`src/rtl/vx_perf_pkg.sv`:
```
// rtl/vx_perf_pkg.sv - unit codes, counter indices and popcount helper for the issue perf counters
package vx_perf_pkg;

    localparam int EX_BITS   = 3;
    localparam int NUM_UNITS = 5;

    typedef enum logic [EX_BITS-1:0] {
        EX_LSU = 3'd0,
        EX_CSR = 3'd1,
        EX_ALU = 3'd2,
        EX_FPU = 3'd3,
        EX_GPU = 3'd4
    } ex_unit_e;

    localparam int NUM_STALL_CTRS = 7;
    localparam int CTR_IBF = 0;
    localparam int CTR_SCB = 1;
    localparam int CTR_LSU = 2;
    localparam int CTR_CSR = 3;
    localparam int CTR_ALU = 4;
    localparam int CTR_FPU = 5;
    localparam int CTR_GPU = 6;

    // Dispatch unit stall counters sit contiguously after ibf/scb, in unit-code order
    function automatic int unit_ctr_idx(input int unit);
        return CTR_LSU + unit;
    endfunction

    function automatic logic [5:0] popcount32(input logic [31:0] v);
        logic [5:0] n;
        n = '0;
        for (int i = 0; i < 32; i++) begin
            n = n + {5'd0, v[i]};
        end
        return n;
    endfunction

endpackage

```
`src/rtl/vx_issue_perf_ctrs_if.sv`:
```
// rtl/vx_issue_perf_ctrs_if.sv - issue-stage event inputs and perf counter outputs
interface vx_issue_perf_ctrs_if #(
    parameter int NUM_THREADS = 4,
    parameter int CTR_BITS    = 44
);
    import vx_perf_pkg::*;

    logic                   perf_en;
    logic                   clear;
    logic                   ibf_stall;
    logic                   scb_stall;
    logic                   disp_valid;
    logic [EX_BITS-1:0]     disp_unit;
    logic                   disp_ready;
    logic                   issue_fire;
    logic [NUM_THREADS-1:0] issue_tmask;

    logic [CTR_BITS-1:0]    ibf_stalls;
    logic [CTR_BITS-1:0]    scb_stalls;
    logic [CTR_BITS-1:0]    lsu_stalls;
    logic [CTR_BITS-1:0]    csr_stalls;
    logic [CTR_BITS-1:0]    alu_stalls;
    logic [CTR_BITS-1:0]    fpu_stalls;
    logic [CTR_BITS-1:0]    gpu_stalls;
    logic [CTR_BITS-1:0]    active_threads;

    modport master (
        output perf_en, clear, ibf_stall, scb_stall, disp_valid, disp_unit, disp_ready,
               issue_fire, issue_tmask,
        input  ibf_stalls, scb_stalls, lsu_stalls, csr_stalls, alu_stalls, fpu_stalls,
               gpu_stalls, active_threads
    );

    modport slave (
        input  perf_en, clear, ibf_stall, scb_stall, disp_valid, disp_unit, disp_ready,
               issue_fire, issue_tmask,
        output ibf_stalls, scb_stalls, lsu_stalls, csr_stalls, alu_stalls, fpu_stalls,
               gpu_stalls, active_threads
    );

endinterface

```
`src/rtl/vx_perf_accum.sv`:
```
// rtl/vx_perf_accum.sv - single wrap-around event accumulator
module vx_perf_accum #(
    parameter int CTR_BITS = 44,
    parameter int INC_BITS = 1
) (
    input  logic                clk,
    input  logic                reset,
    input  logic                i_clear,
    input  logic [INC_BITS-1:0] i_inc,
    output logic [CTR_BITS-1:0] o_count
);

    logic [CTR_BITS-1:0] r_count;

    // Modulo 2^CTR_BITS: the adder simply drops its carry, so all-ones rolls to zero
    always_ff @(posedge clk or posedge reset) begin
        if (reset) begin
            r_count <= '0;
        end else if (i_clear) begin
            r_count <= '0;
        end else begin
            r_count <= r_count + CTR_BITS'(i_inc);
        end
    end

    assign o_count = r_count;

endmodule

```
`src/rtl/vx_issue_perf_ctrs.sv`:
```
// rtl/vx_issue_perf_ctrs.sv - issue-stage stall and active-thread perf counters
// Stage 1 registers this cycle's events; stage 2 folds them into the accumulators.
module vx_issue_perf_ctrs
    import vx_perf_pkg::*;
#(
    parameter int NUM_THREADS = 4,
    parameter int CTR_BITS    = 44,
    parameter int FPU_ENABLE  = 1
) (
    input  logic               clk,
    input  logic               reset,
    vx_issue_perf_ctrs_if.slave bus
);

    localparam int THR_BITS = $clog2(NUM_THREADS) + 1;

    logic [NUM_STALL_CTRS-1:0] w_evt;
    logic [NUM_STALL_CTRS-1:0] r_evt;
    logic [THR_BITS-1:0]       w_thr;
    logic [THR_BITS-1:0]       r_thr;
    logic [CTR_BITS-1:0]       w_ctr [NUM_STALL_CTRS];
    logic [CTR_BITS-1:0]       w_thr_ctr;

    always_comb begin
        w_evt          = '0;
        w_evt[CTR_IBF] = bus.ibf_stall;
        w_evt[CTR_SCB] = bus.scb_stall;
        // Codes 5-7 match no unit and therefore never raise a stall bit
        for (int u = 0; u < NUM_UNITS; u++) begin
            w_evt[unit_ctr_idx(u)] = bus.disp_valid & ~bus.disp_ready
                                   & (bus.disp_unit == EX_BITS'(u));
        end
        if (FPU_ENABLE == 0) begin
            w_evt[CTR_FPU] = 1'b0;
        end
        w_thr = bus.issue_fire ? THR_BITS'(popcount32(32'(bus.issue_tmask))) : '0;
    end

    // Disabled or clearing cycles register nothing, so those samples can never count
    always_ff @(posedge clk or posedge reset) begin
        if (reset) begin
            r_evt <= '0;
            r_thr <= '0;
        end else if (bus.clear || !bus.perf_en) begin
            r_evt <= '0;
            r_thr <= '0;
        end else begin
            r_evt <= w_evt;
            r_thr <= w_thr;
        end
    end

    for (genvar g = 0; g < NUM_STALL_CTRS; g++) begin : g_stall_ctr
        vx_perf_accum #(
            .CTR_BITS (CTR_BITS),
            .INC_BITS (1)
        ) u_accum (
            .clk     (clk),
            .reset   (reset),
            .i_clear (bus.clear),
            .i_inc   (r_evt[g]),
            .o_count (w_ctr[g])
        );
    end

    vx_perf_accum #(
        .CTR_BITS (CTR_BITS),
        .INC_BITS (THR_BITS)
    ) u_thr_accum (
        .clk     (clk),
        .reset   (reset),
        .i_clear (bus.clear),
        .i_inc   (r_thr),
        .o_count (w_thr_ctr)
    );

    assign bus.ibf_stalls     = w_ctr[CTR_IBF];
    assign bus.scb_stalls     = w_ctr[CTR_SCB];
    assign bus.lsu_stalls     = w_ctr[CTR_LSU];
    assign bus.csr_stalls     = w_ctr[CTR_CSR];
    assign bus.alu_stalls     = w_ctr[CTR_ALU];
    assign bus.fpu_stalls     = (FPU_ENABLE != 0) ? w_ctr[CTR_FPU] : '0;
    assign bus.gpu_stalls     = w_ctr[CTR_GPU];
    assign bus.active_threads = w_thr_ctr;

endmodule
```
`src/flat_wrapper.sv`:
```
// flat-port wrapper written by rule: the top's interface ports become plain ports
module vx_issue_perf_ctrs_flat import vx_perf_pkg::*;
#(
    parameter int NUM_THREADS = 4,
    parameter int CTR_BITS    = 44,
    parameter int FPU_ENABLE  = 1
)
  (clk, reset, bus_perf_en, bus_clear, bus_ibf_stall, bus_scb_stall, bus_disp_valid, bus_disp_unit, bus_disp_ready, bus_issue_fire, bus_issue_tmask, bus_ibf_stalls, bus_scb_stalls, bus_lsu_stalls, bus_csr_stalls, bus_alu_stalls, bus_fpu_stalls, bus_gpu_stalls, bus_active_threads);
  vx_issue_perf_ctrs_if #(.NUM_THREADS(NUM_THREADS), .CTR_BITS(CTR_BITS)) bus_i ();
  input  logic clk;
  input  logic reset;
  input wire logic [$bits(bus_i.perf_en)-1:0] bus_perf_en;
  input wire logic [$bits(bus_i.clear)-1:0] bus_clear;
  input wire logic [$bits(bus_i.ibf_stall)-1:0] bus_ibf_stall;
  input wire logic [$bits(bus_i.scb_stall)-1:0] bus_scb_stall;
  input wire logic [$bits(bus_i.disp_valid)-1:0] bus_disp_valid;
  input wire logic [$bits(bus_i.disp_unit)-1:0] bus_disp_unit;
  input wire logic [$bits(bus_i.disp_ready)-1:0] bus_disp_ready;
  input wire logic [$bits(bus_i.issue_fire)-1:0] bus_issue_fire;
  input wire logic [$bits(bus_i.issue_tmask)-1:0] bus_issue_tmask;
  output wire logic [$bits(bus_i.ibf_stalls)-1:0] bus_ibf_stalls;
  output wire logic [$bits(bus_i.scb_stalls)-1:0] bus_scb_stalls;
  output wire logic [$bits(bus_i.lsu_stalls)-1:0] bus_lsu_stalls;
  output wire logic [$bits(bus_i.csr_stalls)-1:0] bus_csr_stalls;
  output wire logic [$bits(bus_i.alu_stalls)-1:0] bus_alu_stalls;
  output wire logic [$bits(bus_i.fpu_stalls)-1:0] bus_fpu_stalls;
  output wire logic [$bits(bus_i.gpu_stalls)-1:0] bus_gpu_stalls;
  output wire logic [$bits(bus_i.active_threads)-1:0] bus_active_threads;
  assign bus_i.perf_en = bus_perf_en;
  assign bus_i.clear = bus_clear;
  assign bus_i.ibf_stall = bus_ibf_stall;
  assign bus_i.scb_stall = bus_scb_stall;
  assign bus_i.disp_valid = bus_disp_valid;
  assign bus_i.disp_unit = bus_disp_unit;
  assign bus_i.disp_ready = bus_disp_ready;
  assign bus_i.issue_fire = bus_issue_fire;
  assign bus_i.issue_tmask = bus_issue_tmask;
  assign bus_ibf_stalls = bus_i.ibf_stalls;
  assign bus_scb_stalls = bus_i.scb_stalls;
  assign bus_lsu_stalls = bus_i.lsu_stalls;
  assign bus_csr_stalls = bus_i.csr_stalls;
  assign bus_alu_stalls = bus_i.alu_stalls;
  assign bus_fpu_stalls = bus_i.fpu_stalls;
  assign bus_gpu_stalls = bus_i.gpu_stalls;
  assign bus_active_threads = bus_i.active_threads;
  vx_issue_perf_ctrs #(.NUM_THREADS(NUM_THREADS), .CTR_BITS(CTR_BITS), .FPU_ENABLE(FPU_ENABLE)) u_core (.clk(clk), .reset(reset), .bus(bus_i));
endmodule
```
`config.mk`:
```
export PLATFORM = sky130hd
export DESIGN_NAME = vx_issue_perf_ctrs_flat
export DESIGN_NICKNAME = d
export VERILOG_FILES = /design/src/rtl/vx_perf_pkg.sv /design/src/rtl/vx_issue_perf_ctrs_if.sv /design/src/rtl/vx_perf_accum.sv /design/src/rtl/vx_issue_perf_ctrs.sv /design/src/flat_wrapper.sv
export SDC_FILE = /design/constraint.sdc
export NUM_CORES = 1
export LEC_CHECK = 0
export BUFFER_PORTS_ARGS = -buffer_cell sky130_fd_sc_hd__clkbuf_2
export CAP_MARGIN = 20
export CORE_MARGIN = 2
export CORE_UTILIZATION = 50
export CTS_CLUSTER_SIZE = 8
export DETAILED_ROUTE_END_ITERATION = 16
export PLACE_DENSITY = 0.87
export SLEW_MARGIN = 30
export SYNTH_ARGS = -nofsm -noshare
export SYNTH_HDL_FRONTEND = slang
export SYNTH_SLANG_ARGS = --single-unit
```
`constraint.sdc`:
```
create_clock -name clk -period 9.3 [get_ports clk]
set_input_delay 0 -clock clk [delete_from_list [all_inputs] [get_ports clk]]
set_output_delay 0 -clock clk [all_outputs]
set_load 0.1 [all_outputs]
```
# --- After elaboration in Yosys (flattened, before gate mapping) ---
# Cells that the tools add are included.
word_totals:
  reg_bits: 362
  inputBits: 16
  output_inout_bits: 352
  word_cells: 46
op_classes:
  addsub: 11
  n_eq_ne: 4
  n_mux: 11
  n_bitwise: 7
  n_reduce_logical: 3
op_table:
  columns: ["cell", "count"]
  rows:
  - ["2-to-1 mux 44 bit", 8]
  - ["adder 44 x 1 -> 44 bit", 7]
  - ["adder 44 x 3 -> 44 bit", 1]
  - ["2-to-1 mux 7 bit", 1]
  - ["adder 3 x 1 -> 3 bit", 2]
  - ["AND 1 bit", 6]
  - ["equality test 3 x 2 -> 1 bit, second input constant", 2]
  - ["2-to-1 mux 3 bit", 2]
  - ["equality test 3 x 1 -> 1 bit, second input constant", 1]
  - ["equality test 3 bit, second input constant", 1]
  - ["logical NOT 3 bit", 1]
  - ["adder 1 x 1 -> 2 bit", 1]
  - ["logical NOT 1 bit", 1]
  - ["logical OR 1 bit", 1]
  - ["inverter 1 bit", 1]

# --- Longest topological paths before layout ---
# Gate-level depths: netlist of the first run.
logic_depth:
  word_depth: 5
  depth_mapped: 8
  ltp_nobuf: 7

# --- By module ---
# From an unflattened synthesis of the first run, not the netlist that was laid out.
hier_totals:
  hier_cells: 2017
  area_unflattened_um2: 18949.4
by_module_without_submodules:
  columns: ["mod", "instances", "cells_each", "area_per_inst_um2", "seq_area_each_um2"]
  rows:
  - ["vx_perf_accum (u_core.g_stall_ctr[0].u_accum ...)", 7, 246, 2287.2, 1101.1]
  - ["vx_perf_accum (u_core.u_thr_accum)", 1, 268, 2526.2, 1101.1]
  - ["vx_issue_perf_ctrs", 1, 27, 412.9, 250.2]

# --- Worst setup path after synthesis of the first run ---
# Ideal clock, no wire load.
synth_path:
  path_kind: "reg2reg"
  startpoint: "reg u_core.g_stall_ctr[3].u_accum.r_count[0]"
  endpoint: "reg u_core.g_stall_ctr[3].u_accum.r_count[42]"
  setup_time_ns: 0.078
  arrival_ns: 3.068
  required_ns: 9.222
  setup_slack_ns: 6.154
  stages_incl_launch_ff: 8
  period_less_slack_ns: 3.146
  cell_sequence: "dfrtp_1 ha_1 ha_1 nand3_1 or4_1 nor3_1 or4b_1 a21oi_1"
synth_via:
  elab_chain_cells: 2
synth_rtl:
  columns: ["element", "line_no", "rtl"]
  rows:
  - ["start: declaration", "vx_perf_accum.sv:13", "logic [CTR_BITS-1:0] r_count;"]
  - ["start signal: assignment", "vx_perf_accum.sv:22", "r_count <= r_count + CTR_BITS'(i_inc);"]
  - ["adder 44 x 1 -> 44 bit", "vx_perf_accum.sv:22", null]
  - ["2-to-1 mux 44 bit", "vx_perf_accum.sv:19", "end else if (i_clear) begin"]
# No other way between the ends.

# --- Worst setup path in the final report of the first run ---
layout_path:
  startpoint: "in bus_clear"
  endpoint: "reg u_core.r_evt[4]"
layout_via:
  elab_chain_cells: 2
layout_rtl:
  columns: ["element", "line_no", "rtl"]
  rows:
  - ["start: declaration", "flat_wrapper.sv:13", "input wire logic [$bits(bus_i.clear)-1:0] bus_clear;"]
  - ["logical OR 1 bit", "vx_issue_perf_ctrs.sv:44", "end else if (bus.clear || !bus.perf_en) begin"]
  - ["2-to-1 mux 7 bit", "vx_issue_perf_ctrs.sv:44", null]
  - ["end signal: assignment", "vx_issue_perf_ctrs.sv:48", "r_evt <= w_evt;"]
  - ["end: declaration", "vx_issue_perf_ctrs.sv:18", "logic [NUM_STALL_CTRS-1:0] r_evt;"]
# No other way between the ends.

==> impl_results.md, run 1 <==
* Dpl hpwl at 32,500 µm
* Die Span Y at 194 µm
* Most used flip-flop cell after synthesis: dfrtp_1
* Pwr Total at 3.32 mW
* Worst-Margin Slew at 0.926 ns
* Final slew viol count at 0
* Share of cells above drive strength 1 at 20.3%
* Min Tclk post-route at 3.16 ns
* Final period utilization at 33.9%
* WHS at 0.0839 ns
* Routed wire per std cell at 17.9 µm
* Syn Nets at 1,934
* Largest net degree at the start of global routing at 184
* Flops & latches, synth at 362
* Setup tns final at 0 ns
* # fillers at 2,805
* Switching Fraction at 21.8%
* Clock skew at 0.0127 ns
* Simple-Gate Fraction of Synth Area at 27.8%
* Startpoint types: primary input
* MaxCap Viol Count at 0
* Global-route wire length before repair at 79,900 µm
* Mapped cell area at 18,000 µm²
* Commonest non-fill, non-tap cells in the layout: clkbuf_2 (366), dfrtp_1 (362), nor2_1 (257)
* Largest family of logic cells by synthesized area: simple AND/OR/NAND/NOR gates
* Worst slew margin at 38.3%
* Overall Global Routing Usage at 25.4%
* PwrDens at 152 nW/µm²
* Clock Power Share at 49.6%
* Final #Nets at 2,299
* Placed cell count at 2,652
* Iter 0 DRT Violations at 1,047
* Drt via density at 5.92
* Drt pass-1 iters at 5
* Fmax at 0.317 GHz
* Critical path class: in2reg
* Worst IR Drop VDD at 0.000161 V
* Post-synth EDFFs at 0
* CTS tree: built
* Gr busiest metal: met2
* Place WS at 6.34 ns
* Worst-path clk slew at 0.05 ns
* Initial antenna violation count at 0
* Antenna Nets Post-Route at 0
* RePlAce Congestion at 0.892
* Hold Violations, Final at 0
* Chip Width at 194 µm
* CP endpoint kind: register
* Library cells used by synthesis at 45
* Cells after synthesis at 1,897
* Switching power at 0.723 mW
* Post-CTS sizing at 0
* Sinks on Clock Net at 362
* Via count at 16,100
* RSZ-0062 raised after global routing: false
* Root buf cell: clkbuf_16
* Std-Cell Rows at 69
* Post-CTS setup buffers at 0
* GRT overflow at 0
* I/O Buffers at 367
* Worst hold-check path type: in2reg
* Post-synthesis xor/xnor area fraction at 11.2%
* Syn Area/Cell at 9.48 µm²
* Core area at 35,500 µm²
* Crit Path Max Fanout at 154
* Detailed Route WL at 48,700 µm
* Register area at 9060 µm²
* Clk Latency, worst-skew pair at 0.57 ns
* Post-synth ARST share at 100%
* Mux share of post-synthesis cell area at 0.125%
* Internal power at 2.59 mW
* M2 GR Usage at 41.7%
* Post-Layout Cell Count at 2,727
* DIE AREA at 37,500 µm²
* Met3 usage at 5.07%
* Num CTS Buffers at 51
* Pleak at 9.58 nW
* Combinational cell fraction of total power at 2.7%
* Post-route DRC at 0
* Num ports at 368
* Post-synthesis adder-cell area fraction at 1.55%
* H-tree levels at 2
* Final setup viols at 0
* Multi-input logic area at 8470 µm²
* Met1 usage at 32.6%
* Initial core utilization at 50.7%
* Worst EP required at 9.80 ns
* Hold Buf Count CTS at 17
* Sequential cell area fraction in the yosys report at 50.4%
* Status: finished clean
* Slack of the critical path at 6.14 ns
* Most common cell after layout, fill and taps aside: clkbuf_2
* Syn-to-layout area delta at 21.0%
* Worst EP arrival at 3.66 ns
* Sequential power share at 47.7%
* Max Root-Sink Buffers at 3
* Via count of the first global-routing pass at 15,600
* Synth Area in Compound Gates at 6.26%
* Yosys warning count at 0
==> state kept, by name (all words and copies together), names as in the netlist <==
name and flops:
u_core.r_thr 3, u_core.g_stall_ctr.u_accum.o_count 308, u_core.u_thr_accum.o_count 44, u_core.r_evt 7
==> synthesized netlist by cell type (2+ instances only) <==
cell type  number  share of area (%)
a21oi_1       105                2.9
and2_1         14               0.49
and3_1         32                1.1
and4_1         31                1.5
buf_1           6               0.13
buf_2           3              0.084
clkbuf_1       69                1.4
dfrtp_1       362                 50
fa_1            2               0.22
ha_1           19                1.3
inv_1          47               0.98
mux2_2          2               0.13
nand2_1       107                2.2
nand3_1       119                3.3
nand3b_1        5               0.21
nand4_1       121                4.2
nand4b_1        5               0.24
nor2_1        257                5.4
nor2b_1        27               0.94
nor3_1         47                1.3
nor3b_1         2              0.084
nor4_1         52                1.8
nor4_2          3               0.21
nor4b_1         4               0.19
o21ai_0        79                2.2
o21ba_2         2               0.11
o31ai_1        19               0.79
o41ai_1         2              0.097
or2_2           9               0.31
or3_1          80                2.8
or4_1          21               0.88
or4_4           2               0.13
or4b_1          2               0.11
xnor2_1       108                5.3
xor2_1        122                5.9
==> worst paths after layout <==
kind                       depth (start not counted)                                   endpoint  slack [ns]                                      start
min in group asynchronous                          3  u_core.g_stall_ctr[0].u_accum.o_count[19]        0.12                                      reset
setup / recovery                                   8                            u_core.r_evt[4]        6.14                                  bus_clear
hold reg to reg                                    2  u_core.g_stall_ctr[1].u_accum.o_count[43]        0.56  u_core.g_stall_ctr[1].u_accum.o_count[43]
setup reg to reg                                   7  u_core.g_stall_ctr[4].u_accum.o_count[38]        6.24   u_core.g_stall_ctr[4].u_accum.o_count[0]
max in group asynchronous                          5             u_core.u_thr_accum.o_count[30]        7.40                                      reset
hold / removal                                     3                            u_core.r_evt[1]        0.08                                bus_perf_en
==> metrics by stage <==
step	instance area (µm²)	util [%]
after floorplan	18000	-
after global placement	20200	56.8
after detailed placement	20200	56.9
after CTS	21700	61.1
after global routing	21800	61.3
final	21800	61.3
==> power by group through the flow <==
| stage | clock [mW] | combinational, mW | sequential (mW) |
|---|---|---|---|
| CTS | 1.67 | 0.0893 | 1.58 |
| global placement | 0 | 0.0831 | 1.61 |
| floorplan | 0 | 0.0490 | 1.62 |
| detailed placement | 0 | 0.0847 | 1.61 |
| global route | 1.74 | 0.0996 | 1.58 |
| finish | 1.65 | 0.0888 | 1.58 |
==> kinds of logic (layout without fill, tap and decap cells) <==
kind of cell / Yosys count / count (layout)
other: 0 / 1
AND/OR/NAND/NOR: 946 / 946
adder cells (fa/ha/maj): 21 / 21
multiplexers: 2 / 2
AO/OA/AOI/OAI: 210 / 210
flip-flops: 362 / 362
XOR/XNOR: 230 / 230
buffers and inverters: 126 / 494
==> cell type report <==
cell class,count,share of cell area [%]
well taps,461,2.65
inverters,47,0.828
flip-flops and latches,362,41.6
clock inverters,1,0.0230
diodes,1,0.0115
multi-input cells,1409,38.9
clock buffers,55,6.18
repair buffers,391,9.73
==> critical path, cell delays in order <==
cell,delay (ns)
dlygate4sd3_1,0.56
buf_8,0.35
nor2b_1,0.80
nand3b_1,0.22
dlygate4sd3_1,0.63
or2_2,0.31
nor3b_1,0.18
dlygate4sd3_1,0.57
==> routing by layer <==
layer	part of all wire (%)	vias up	wire, µm
met4	4.2	0	2060
met1	40	7923	19600
li1	-	7429	-
met3	7.0	156	3410
met5	0	-	0
met2	49	639	23700
Note: power is estimated with default switching activity, not from simulation.
==> run 2, diff against run 1 <==
--- a/config.mk
+++ b/config.mk
@@ -8,10 +8,10 @@
 export BUFFER_PORTS_ARGS = -buffer_cell sky130_fd_sc_hd__clkbuf_2
 export CAP_MARGIN = 20
 export CORE_MARGIN = 2
-export CORE_UTILIZATION = 50
+export CORE_UTILIZATION = 56
 export CTS_CLUSTER_SIZE = 8
 export DETAILED_ROUTE_END_ITERATION = 16
-export PLACE_DENSITY = 0.87
+export PLACE_DENSITY = 0.91
 export SLEW_MARGIN = 30
 export SYNTH_ARGS = -nofsm -noshare
 export SYNTH_HDL_FRONTEND = slang
==> constraint.sdc (replaced) <==
create_clock -name clk -period 3.1 [get_ports clk]
set_input_delay 0 -clock clk [delete_from_list [all_inputs] [get_ports clk]]
set_output_delay 0 -clock clk [all_outputs]
set_load 0.1 [all_outputs]
==> impl_results.md, run 2 (synthesized netlist as in run 1, its figures left out) <==
* Setup tns final at 0 ns (unchanged)
* Final slew viol count at 0 (unchanged)
* Top delay family on crit path: simple AND/OR/NAND/NOR gates
* Std-Cell Rows at 65 (-5.8%)
* Largest net degree at the start of global routing at 223 (+21%)
* Critical-path top delay cell: or4_1
* MaxCap Viol Count at 0 (unchanged)
* Final period utilization at 84.8%
* Clock Power Share at 49.0% (-0.6 points)
* WL met1 at 18,800 µm (-3.9%)
* Final setup viols at 0 (unchanged)
* Post-Layout Cell Count at 2,686 (-1.5%)
* Crit Path Max Fanout at 8 (-95%)
* Overall Global Routing Usage at 28.7% (+3.4 points)
* CP endpoint kind: register
* Final #Nets at 2,318 (+0.83%)
* Post-CTS sizing at 0 (unchanged)
* Drt via density at 6.12 (+3.3%)
* DIE AREA at 33,500 µm² (-10%)
* PwrDens at 452 nW/µm² (+200%)
* Commonest non-fill, non-tap cells in the layout: clkbuf_2 (366), dfrtp_1 (362), nor2_1 (257)
* CTS tree: built
* Pleak at 9.67 nW (+0.85%)
* Critical path class: reg2reg
* Dpl hpwl at 33,500 µm (+3.1%)
* Most common cell after layout, fill and taps aside: clkbuf_2
* Sinks on Clock Net at 362 (unchanged)
* I/O Buffers at 367 (unchanged)
* Met2 WL post-DR at 24,200 µm (+2.2%)
* Startpoint types: register
* Core area at 31,600 µm² (-11%)
* Clk Latency, worst-skew pair at 0.55 ns (-0.02 ns)
* Worst EP required at 3.55 ns (-6.25 ns)
* Routed wire per std cell at 18.3 µm (+2.3%)
* Drt pass-1 iters at 6 (+1)
* Initial core utilization at 57.0% (+6.3 points)
* RSZ-0062 raised after global routing: false
* Status: finished clean
* Combinational cell fraction of total power at 2.8% (about the same)
* Initial antenna violation count at 0 (unchanged)
* Pwr Total at 9.85 mW (+200%)
* Hold Violations, Final at 0 (unchanged)
* Min Tclk post-route at 2.63 ns
* Slowest Stage Delay on Critical Path at 0.64 ns (-0.16 ns)
* Num ports at 368 (unchanged)
* Worst hold-check path type: in2reg
* Fmax at 0.380 GHz
* Worst EP arrival at 3.08 ns (-0.58 ns)
* Detailed Route WL at 49,100 µm (+0.73%)
* Post-route DRC at 0 (unchanged)
* Switching Fraction at 21.6% (-0.15 points)
* Routed wl met3 at 3920 µm (+15%)
* RePlAce Congestion at 0.921 (+3.2%)
* H-tree levels at 2 (unchanged)
* # fillers at 2,245 (-20%)
* Switching power at 2.13 mW (+190%)
* GRT overflow at 0 (unchanged)
* Share of cells above drive strength 1 at 20.8% (+0.54 points)
* Internal power at 7.72 mW (+200%)
* Via count at 16,400 (+1.8%)
* Final instance area at 21,800 µm² (+0.17%)
* Core Util, Final at 69.1% (+7.7 points)
* Die Span Y at 183 µm (-5.4%)
* Root buf cell: clkbuf_16
* Max reg flops at 308 (unchanged)
* Clock skew at 0.0141 ns (+0.00142 ns)
* Worst IR Drop VDD at 0.000394 V (+140%)
* Syn-to-layout area delta at 21.3%
* Placed cell count at 2,614 (-1.4%)
* Post-CTS setup buffers at 0 (unchanged)
* Buf/Inv on CP at 0 (-4)
* Placed inst area at 20,300 µm² (+0.51%)
* Antenna Nets Post-Route at 0 (unchanged)
* Via count of the first global-routing pass at 16,000 (+2.3%)
* Most common cell on crit path: ha_1
* Chip Width at 183 µm (-5.4%)
* Cell Chain, Critical Path: ha_1 -> ha_1 -> nand3_1 -> or4_1 -> nor3_1 -> or4b_1 -> a21oi_1
* Sequential power share at 48.2% (+0.5 points)
* Worst slew margin at 42.3% (+4.1 points)
* Iter 0 DRT Violations at 1,288 (+23%)
* Max Root-Sink Buffers at 3 (unchanged)
* Worst-path clk slew at 0.05 ns (about the same)
* Worst-Margin Slew at 0.857 ns (-0.0688 ns)
* Global-route wire length before repair at 79,900 µm (about the same)
* Top layer in use: met4
* Num CTS Buffers at 51 (unchanged)
==> run 2: tightest hold or removal path, cell delays in order <==
cell	delay (ns)
clkbuf_2	0.07
nand3b_1	0.20
or2_2	0.17
nor3_1	0.07
==> run 2: metal layers <==
| layer | up-vias | GRT usage [%] |
|---|---|---|
| met3 | 177 | 6.53 |
| met4 | 0 | 13.6 |
| met1 | 8012 | 35.6 |
| met5 | - | 0 |
| li1 | 7468 | - |
| met2 | 778 | 47.9 |
==> run 2: layout make-up <==
| cell class | count | area (µm²) | share of cell area, % |
|---|---|---|---|
| Tap cell | 402 | 503 | 2.31 |
| Clock buffer | 52 | 1300 | 5.97 |
| Clock inverter | 3 | 33.8 | 0.155 |
| Inverter | 47 | 180 | 0.827 |
| Multi-Input combinational cell | 1409 | 8440 | 38.7 |
| Sequential cell | 362 | 9060 | 41.6 |
| Timing Repair Buffer | 410 | 2280 | 10.4 |
| Antenna cell | 1 | 2.50 | 0.0115 |
==> run 2: final timing paths <==
| kind | startpoint | endpoint | slack [ns] | cells after the start |
|---|---|---|---|---|
| hold / removal | bus_disp_ready | u_core.r_evt[2] | 0.02 | 4 |
| hold reg to reg | u_core.g_stall_ctr[3].u_accum.o_count[43] | u_core.g_stall_ctr[3].u_accum.o_count[43] | 0.57 | 2 |
| max in group asynchronous | reset | u_core.u_thr_accum.o_count[29] | 1.96 | 4 |
| setup / recovery | u_core.g_stall_ctr[3].u_accum.o_count[0] | u_core.g_stall_ctr[3].u_accum.o_count[42] | 0.47 | 7 |
| setup reg to reg | u_core.g_stall_ctr[3].u_accum.o_count[0] | u_core.g_stall_ctr[3].u_accum.o_count[42] | 0.47 | 7 |
| min in group asynchronous | reset | u_core.g_stall_ctr[1].u_accum.o_count[36] | 0.17 | 3 |
==> run 2: per-stage QoR <==
step,setup WS (ns),hold slack [ns]
after global routing,0.308,0.0230
after CTS,0.472,0.00845
after floorplan,-1.75,0.0698
after global placement,0.600,0.180
final,0.470,0.0208
after detailed placement,0.516,0.178
==> run 2: what timing repair did <==
item | in CTS | in global routing
endpoints found under the hold margin | 83 | 0
hold buffers | 15 | 0
setup endpoints to repair | 0 | 0
==> run 2: power groups by stage <==
stage | Combinational, mW | Sequential [mW] | Clock [mW]
final | 0.275 | 4.75 | 4.83
after global routing | 0.307 | 4.74 | 5.12
after CTS | 0.276 | 4.75 | 4.90
after detailed placement | 0.263 | 4.82 | 0
after global placement | 0.258 | 4.82 | 0
after floorplan | 0.147 | 4.86 | 0
